### src/rtl/coriolis_pkg.sv
// Shared constants and helpers for the coriolis kernel output path.
package coriolis_pkg;

  localparam int unsigned STREAMW_DEF = 32;
  localparam int unsigned NELEM_DEF   = 64;

  // Smallest r such that 2**r >= v.
  function automatic int unsigned clog2(input int unsigned v);
    int unsigned r;
    int unsigned x;
    r = 0;
    x = 1;
    while (x < v) begin
      x = x << 1;
      r = r + 1;
    end
    return r;
  endfunction

endpackage

### src/rtl/coriolis_sync_fifo.sv
// Synchronous first-word-fall-through FIFO with wrap-bit pointers.
module coriolis_sync_fifo
  import coriolis_pkg::*;
#(
  parameter int unsigned WIDTH = STREAMW_DEF,
  parameter int unsigned DEPTH = 4
) (
  input  logic             clk,
  input  logic             rst,
  input  logic             push,
  input  logic [WIDTH-1:0] wdata,
  input  logic             pop,
  output logic [WIDTH-1:0] rdata,
  output logic             full,
  output logic             empty
);

  localparam int unsigned AW = clog2(DEPTH);
  localparam logic [AW:0] PTR_ONE = {{AW{1'b0}}, 1'b1};

  logic [AW:0]      wr_ptr_q, rd_ptr_q;
  logic [WIDTH-1:0] mem_q [DEPTH];
  logic             do_push, do_pop;

  // Same index with differing wrap bits means the write pointer lapped the read pointer.
  assign full    = (wr_ptr_q[AW] != rd_ptr_q[AW]) && (wr_ptr_q[AW-1:0] == rd_ptr_q[AW-1:0]);
  assign empty   = (wr_ptr_q == rd_ptr_q);
  assign do_push = push & ~full;
  assign do_pop  = pop & ~empty;
  assign rdata   = empty ? '0 : mem_q[rd_ptr_q[AW-1:0]];

  always_ff @(posedge clk or negedge rst) begin
    if (!rst) begin
      wr_ptr_q <= '0;
      rd_ptr_q <= '0;
    end else begin
      if (do_push) wr_ptr_q <= wr_ptr_q + PTR_ONE;
      if (do_pop)  rd_ptr_q <= rd_ptr_q + PTR_ONE;
    end
  end

  always_ff @(posedge clk) begin
    if (do_push) mem_q[wr_ptr_q[AW-1:0]] <= wdata;
  end

endmodule

### src/rtl/coriolis_ker0_ostream.sv
// Output-stream stage: elastic FIFO after sub6 plus per-frame word counting.
module coriolis_ker0_ostream
  import coriolis_pkg::*;
#(
  parameter int unsigned STREAMW = STREAMW_DEF,
  parameter int unsigned DEPTH   = 4,
  parameter int unsigned NELEM   = NELEM_DEF,
  parameter int unsigned CNTW    = 7
) (
  input  logic               clk,
  input  logic               rst,
  input  logic               ivalid,
  input  logic [STREAMW-1:0] in1,
  output logic               iready,
  output logic               ovalid,
  output logic [STREAMW-1:0] out1,
  input  logic               oready,
  output logic               olast,
  output logic               done,
  output logic [CNTW-1:0]    fcount
);

  localparam logic [CNTW-1:0] LAST    = CNTW'(NELEM - 1);
  localparam logic [CNTW-1:0] CNT_ONE = {{(CNTW-1){1'b0}}, 1'b1};

  logic            init_q;
  logic            done_q;
  logic [CNTW-1:0] fcount_q, fcount_d;
  logic            full, empty, push, pop, at_last;

  // init_q keeps iready low until the first edge after reset release.
  assign iready  = init_q & ~full;
  assign push    = ivalid & iready;
  assign ovalid  = ~empty;
  assign pop     = ovalid & oready;
  assign at_last = (fcount_q == LAST);
  assign olast   = ovalid & at_last;
  assign done    = done_q;
  assign fcount  = fcount_q;

  coriolis_sync_fifo #(
    .WIDTH (STREAMW),
    .DEPTH (DEPTH)
  ) u_fifo (
    .clk   (clk),
    .rst   (rst),
    .push  (push),
    .wdata (in1),
    .pop   (pop),
    .rdata (out1),
    .full  (full),
    .empty (empty)
  );

  always_comb begin
    fcount_d = fcount_q;
    if (pop) fcount_d = at_last ? '0 : fcount_q + CNT_ONE;
  end

  always_ff @(posedge clk or negedge rst) begin
    if (!rst) begin
      init_q   <= 1'b0;
      done_q   <= 1'b0;
      fcount_q <= '0;
    end else begin
      init_q   <= 1'b1;
      done_q   <= pop & at_last;
      fcount_q <= fcount_d;
    end
  end

endmodule

### config.mk
export PLATFORM = sky130hd
export DESIGN_NAME = coriolis_ker0_ostream
export DESIGN_NICKNAME = d
export VERILOG_FILES = /design/src/rtl/coriolis_pkg.sv /design/src/rtl/coriolis_sync_fifo.sv /design/src/rtl/coriolis_ker0_ostream.sv
export SDC_FILE = /design/constraint.sdc
export NUM_CORES = 1
export LEC_CHECK = 0
export BUFFER_PORTS_ARGS = -buffer_cell sky130_fd_sc_hd__buf_2
export CAP_MARGIN = 20
export CELL_PAD_IN_SITES_DETAIL_PLACEMENT = 1
export CELL_PAD_IN_SITES_GLOBAL_PLACEMENT = 1
export CORE_MARGIN = 4
export CORE_UTILIZATION = 44
export DETAILED_ROUTE_END_ITERATION = 10
export PLACE_DENSITY_LB_ADDON = 0.1
export RECOVER_POWER = 50
export REMOVE_ABC_BUFFERS = 1
export SLEW_MARGIN = 40
export SYNTH_ARGS = -nofsm -noshare
export SYNTH_HDL_FRONTEND = slang
export SYNTH_SLANG_ARGS = --single-unit
### constraint.sdc
create_clock -name clk -period 2.4 [get_ports clk]
set_clock_uncertainty 0.1 [all_clocks]
set_input_delay 0.48 -clock clk [delete_from_list [all_inputs] [get_ports clk]]
set_output_delay 0.48 -clock clk [all_outputs]
set_load 0.01 [all_outputs]
==> impl_metrics.env, run 1 <==
export IMPL_drive_gt1_share_pct=38.44
export IMPL_cp_end_kind="output pin"
export IMPL_yosys_warnings=0
export IMPL_violations="setup timing"
export IMPL_clk_latency_ns=0.41
export IMPL_final_nets=429
export IMPL_outcome="finished, violations left"
export IMPL_p_per_area_nw_per_um2=1324
export IMPL_wl_mm=11.15
export IMPL_yosysUniqueCellTypes=27
export IMPL_placed_area_um2=6356
export IMPL_reg2reg_depth=5
export IMPL_cp_required_ns=1.82
export IMPL_cpPeakStageDelay_ns=0.49
export IMPL_start_util_pct=44.80
export IMPL_final_util_pct=56.77
export IMPL_finalHoldViolations=0
export IMPL_antenna_found_initial=0
export IMPL_cts_made_buffers=17
export IMPL_clock_path_buffers=2
export IMPL_critical_path_class="reg -> out"
export IMPL_setup_tns_ns=-1.746
export IMPL_top_layer_used="met4"
export IMPL_multi_input_area_um2=1389
export IMPL_rows=41
export IMPL_crit_path_top_delay_cell="mux4_2"
export IMPL_fp_dieH_um=121.1
export IMPL_core_area_um2=12570
export IMPL_overflow=0
export IMPL_fin_ws_ns=-0.08181
export IMPL_final_cell_mix="edfxtp_1, clkbuf_1, buf_2"
export IMPL_fmax_mhz=402.9
export IMPL_setup_violations=33
export IMPL_clockRootBuffer="clkbuf_16"
export IMPL_grt_pass1_wl_mm=17.03
export IMPL_drtIter0Drc=125
export IMPL_met2_length_mm=5.868
export IMPL_syn_to_final_growth_pct=26.73
export IMPL_gp_congestion=0.7113
export IMPL_stdcell_area_um2=7136
export IMPL_arrival_ns=1.90
export IMPL_hp_class="in -> reg"
export IMPL_crit_path_cell_trace="buf_6 > clkbuf_16 > mux4_2 > and2_1 > buf_2"
export IMPL_syn_area_per_cell_um2=20.55
export IMPL_wl_per_cell_um=19.56
export IMPL_crit_fanout=4
export IMPL_relSlewSlack_pct=39.57
export IMPL_via_count=2835
export IMPL_grt_setup_unrepaired="true"
export IMPL_drv_cap=0
export IMPL_drc_errors=0
export IMPL_cts_tree="built"
export IMPL_synth_seq_cells=143
export IMPL_reg2reg_slack_ns=0.27
export IMPL_ys_seq_area_share_pct=74.93
export IMPL_ios=79
export IMPL_drt_vias_per_instance=4.974
export IMPL_htree_levels=4
export IMPL_p_leak_nw=2.516
export IMPL_syn_inst=274
export IMPL_wl_met3_um=459
export IMPL_num_antenna_cells=0
export IMPL_grt_usage_pct=16.09
export IMPL_first_pass_iters=4
export IMPL_path_clk_slew_ns=0.05
export IMPL_first_global_vias=3055
export IMPL_syn_cell_area_um2=5630
export IMPL_start_kind="flip-flop"
export IMPL_tightest_slew_ns=0.9064
export IMPL_ir_worst_vdd_uv=535.9
export IMPL_drv_slew=0
export IMPL_whs_path_depth=1
export IMPL_die_w_um=121.1
export IMPL_final_common_cell="edfxtp_1"
export IMPL_clkSinkCount=143
export IMPL_drtAntennaViolNets=0
export IMPL_n_fill_cell=1158
export IMPL_finalCritPeriodShare_pct=103.4
export IMPL_period_needed_ns=2.482
export IMPL_grt_max_degree=29
export IMPL_die_area_um2=14670
export IMPL_regArea_um2=4223
export IMPL_hpwlAfterDp_mm=6.941
export IMPL_port_buffers=78
export IMPL_met1Wirelength_mm=4.667
==> through the flow <==
stage | setup slack, ns | power, mW | instances | hold WS (ns)
finish | -0.08181 | 9.450 | 570 | 0.2307
global route | -0.1498 | 10.02 | 570 | 0.2238
CTS | -0.1074 | 9.093 | 564 | 0.1654
detailed placement | 0.2777 | 6.583 | 527 | 0.3207
global placement | 0.3180 | 6.513 | 527 | 0.3224
floorplan | -1.071 | 5.257 | 262 | 0.08441
==> critical path: cells and delay by family, from the launching register on <==
kind,cells,cell delay [ns]
and+or+nand+nor,1,0.16
buffers and inverters,3,0.42
DFF,1,0.42
muxes,1,0.49
==> cell usage after synthesis (all sizes together) <==
cell	instances	share of area (%)
or3	1	0.11
nor2	2	0.13
mux4	32	13
xor2	5	0.78
buf	6	0.93
a31oi	3	0.44
edfxtp	128	68
inv	2	0.13
o21ai	2	0.18
nor2b	1	0.11
nand4	1	0.11
a41oi	1	0.29
a21oi	1	0.089
ha	6	1.3
mux2	2	0.40
xnor2	7	1.1
dfrtp	15	6.7
nand2	9	0.60
mux2i	1	0.18
conb	1	0.067
and2	36	4.0
clkbuf	6	0.40
nand3	3	0.27
o31a	3	0.62
==> flip-flops by register name, indices dropped and copies added (netlist names) <==
signal,flops
init_q,1
fcount,7
u_fifo.wr_ptr_q,3
done,1
u_fifo.rd_ptr_q,3
u_fifo.mem_q,128
==> report_power, final <==
part           leakage [nW]  total, mW  internal [mW]  switching [mW]
registers              1.34       3.32           3.11           0.214
clock network         0.229       2.19           1.29           0.904
logic                 0.947       3.94           2.19            1.75
total                  2.52       9.45           6.58            2.87
==> repair_timing <==
item                                    CTS  global route
endpoints found under the setup margin   33            34
endpoints found under the hold margin    15             0
pin swaps                                 0             7
resized for setup                        12            27
hold buffers                              1             0
setup buffers                             4             4
gates cloned                              2             2
==> cell type report <==
cell class	instances	area share (%)
Multi-Input combinational cell	117	19.46
Clock inverter	9	0.6663
Tap cell	172	3.016
Clock buffer	21	6.172
Sequential cell	143	59.18
Inverter	2	0.1052
Timing Repair Buffer	106	11.40
==> path summary, 6_finish.rpt <==
kind                                     from                 end
max                        u_fifo.rd_ptr_q[0]             out1[3]
min                                    in1[1]  u_fifo.mem_q[1][1]
max reg2reg                u_fifo.rd_ptr_q[0]  u_fifo.mem_q[1][6]
min reg2reg                         fcount[4]           fcount[4]
max in group asynchronous                 rst  u_fifo.rd_ptr_q[0]
min in group asynchronous                 rst           fcount[6]
==> cells by family (layout without fill, tap and decap cells) <==
kind of cell    Yosys count  count (layout)  share of synthesized area, %
compound gates           10              10                         1.622
fa+ha+maj                 6               6                         1.333
mux                      35              35                         13.38
simple gates             53              53                         5.334
flops                   143             143                         74.93
other cells               1               1                       0.06660
buf+inv                  14             138                         1.467
xor+xnor                 12              12                         1.867
==> metal layers <==
layer  global-route usage [%]  vias up
met1                    20.39     1455
met5                        0        -
met4                    6.374        0
met2                    25.84       60
met3                    5.221       10
li1                         -     1310
Note: power is estimated with default switching activity, not from simulation.
==> run 2: changes to the inputs <==
REMOVE_ABC_BUFFERS = unset   (was 1)
==> run 2 against run 1 <==
The flow still finishes with violations (setup timing). Combinational power increased by 18%. Critical path depth rose by 1. Non-clock buffer count stayed put. Global-route usage is 0.74 points higher. Sequential cell count did not move. Fmax decreased by 1.7%. Total power up 11%. Cell count increased by 0.35%. Final area increased by 3.1%. Setup slack worse by 0.043 ns. First-iteration DRC count up 20%. Largest cell class unchanged.
==> impl_metrics.env, run 2 (same netlist as run 1, synthesis figures left out) <==
export IMPL_outcome="finished, violations left"
export IMPL_crit_path_top_delay_cell="mux4_2"
export IMPL_final_nets=429
export IMPL_first_global_vias=3231
export IMPL_place_ws_ns=0.2731
export IMPL_hp_class="in -> reg"
export IMPL_finalCritPeriodShare_pct=105.2
export IMPL_fin_ws_ns=-0.1246
export IMPL_wl_per_cell_um=20.15
export IMPL_rows=41
export IMPL_die_w_um=121.1
export IMPL_final_cell_mix="edfxtp_1, clkbuf_1, mux4_2, and2_4, buf_6"
export IMPL_largest_register_ffs=128
export IMPL_hpwlAfterDp_mm=6.885
export IMPL_gp_congestion=0.6998
export IMPL_synth_nets=316
export IMPL_overflow=0
export IMPL_cpPeakStageDelay_ns=0.50
export IMPL_port_buffers=78
export IMPL_wl_mm=11.53
export IMPL_clockRootBuffer="clkbuf_16"
export IMPL_ir_worst_vdd_uv=658.0
export IMPL_grt_setup_unrepaired="true"
export IMPL_relSlewSlack_pct=40.48
export IMPL_clk_latency_ns=0.42
export IMPL_start_kind="flip-flop"
export IMPL_p_per_area_nw_per_um2=1430
export IMPL_final_common_cell="edfxtp_1"
export IMPL_drtAntennaViolNets=0
export IMPL_drc_errors=0
export IMPL_setup_tns_ns=-2.599
export IMPL_critical_path_class="reg -> out"
export IMPL_cp_end_kind="output pin"
export IMPL_fmax_mhz=396.1
export IMPL_fp_dieH_um=121.1
export IMPL_via_count=2917
export IMPL_setup_violations=33
export IMPL_clock_path_buffers=2
export IMPL_clkSinkCount=143
export IMPL_drt_vias_per_instance=5.100
export IMPL_crit_fanout=5
export IMPL_drtIter0Drc=150
export IMPL_htree_levels=4
export IMPL_period_needed_ns=2.525
export IMPL_violations="setup timing"
export IMPL_cp_required_ns=1.82
export IMPL_antenna_found_initial=1
export IMPL_stdcell_area_um2=7353
export IMPL_first_pass_iters=6
export IMPL_path_clk_slew_ns=0.06
export IMPL_crit_path_cell_trace="buf_6 > buf_12 > buf_16 > mux4_2 > and2_4 > buf_6"
export IMPL_drv_cap=0
export IMPL_placed_area_um2=6319
export IMPL_drv_slew=0
export IMPL_grt_max_degree=26
export IMPL_grt_pass1_wl_mm=17.98
export IMPL_cts_made_buffers=17
export IMPL_die_area_um2=14670
export IMPL_crit_top_cell="buf_6"
export IMPL_syn_to_final_growth_pct=30.60
export IMPL_finalHoldViolations=0
export IMPL_core_area_um2=12570
export IMPL_ios=79
export IMPL_num_antenna_cells=0
export IMPL_cts_tree="built"
export IMPL_grt_usage_pct=16.83
export IMPL_p_leak_nw=2.640
export IMPL_start_util_pct=44.80
export IMPL_tightest_slew_ns=0.8929
export IMPL_drive_gt1_share_pct=44.75
export IMPL_arrival_ns=1.94
[run 2: cell count changes in the layout (fill, tap and decap cells not counted), moves of 3 or more]
cell and delta:
buf_6 +12, buf_4 +4, and2_4 +21, clkinv_2 +3, bufinv_16 +3, and2_1 -21, buf_2 -15
[run 2: worst paths after layout]
kind                                    start                  end  slack (ns)  cells past startpoint
setup reg to reg           u_fifo.rd_ptr_q[0]  u_fifo.mem_q[0][29]        0.15                      5
min in group asynchronous                 rst            fcount[3]        0.60                      2
max in group asynchronous                 rst   u_fifo.rd_ptr_q[0]        0.99                      2
hold / removal                         in1[9]   u_fifo.mem_q[0][9]        0.22                      1
setup / recovery           u_fifo.rd_ptr_q[0]              out1[0]       -0.12                      6
hold reg to reg                     fcount[5]            fcount[5]        0.40                      1
[run 2: cell type report]
cell class | count | area (um2)
Multi-Input combinational cell | 117 | 1443
Sequential cell | 143 | 4223
Clock inverter | 13 | 146.4
Clock buffer | 19 | 432.9
Inverter | 2 | 7.507
Tap cell | 172 | 215.2
Timing Repair Buffer | 106 | 885.9
Fill cell | 1105 | 5215
[run 2: critical path: cells and delay by family (launching register included)]
kind                   cells  cell delay (ns)
flip-flops                 1             0.39
multiplexers               1             0.50
AND/OR/NAND/NOR            1             0.15
buffers and inverters      4             0.48
[run 2: through the flow]
stage          std cells  power (mW)  hold WS (ns)  utilization [%]
3_5_place_dp         527       6.537        0.3203            50.27
2_1_floorplan        274       5.365       0.08441                -
3_3_place_gp         527       6.498        0.3152            50.27
6_report             572       10.52        0.2202            58.51
5_1_grt              572       11.08        0.2295            58.51
4_1_cts              572       10.16        0.1579            57.77
[run 2: repair_timing]
item                                    CTS  global route
cloned                                    4             0
hold buffers                              1             0
endpoints found under the hold margin    15             0
endpoints found under the setup margin   33            33
gates resized for setup                  43            41
setup buffers                             8             3
pin swaps                                14            13
[run 2: per-layer routing]
metal	routed length, um	part of all wire [%]	track usage, %
met3	591	5.1	4.848
met5	8	0.069	0
met1	5008	43	21.99
met4	203	1.8	7.011
met2	5716	50	26.61
[run 2: power by group]
group	internal (mW)	switching [mW]
logic	2.72	1.91
clock network	1.62	0.954
registers	3.11	0.207
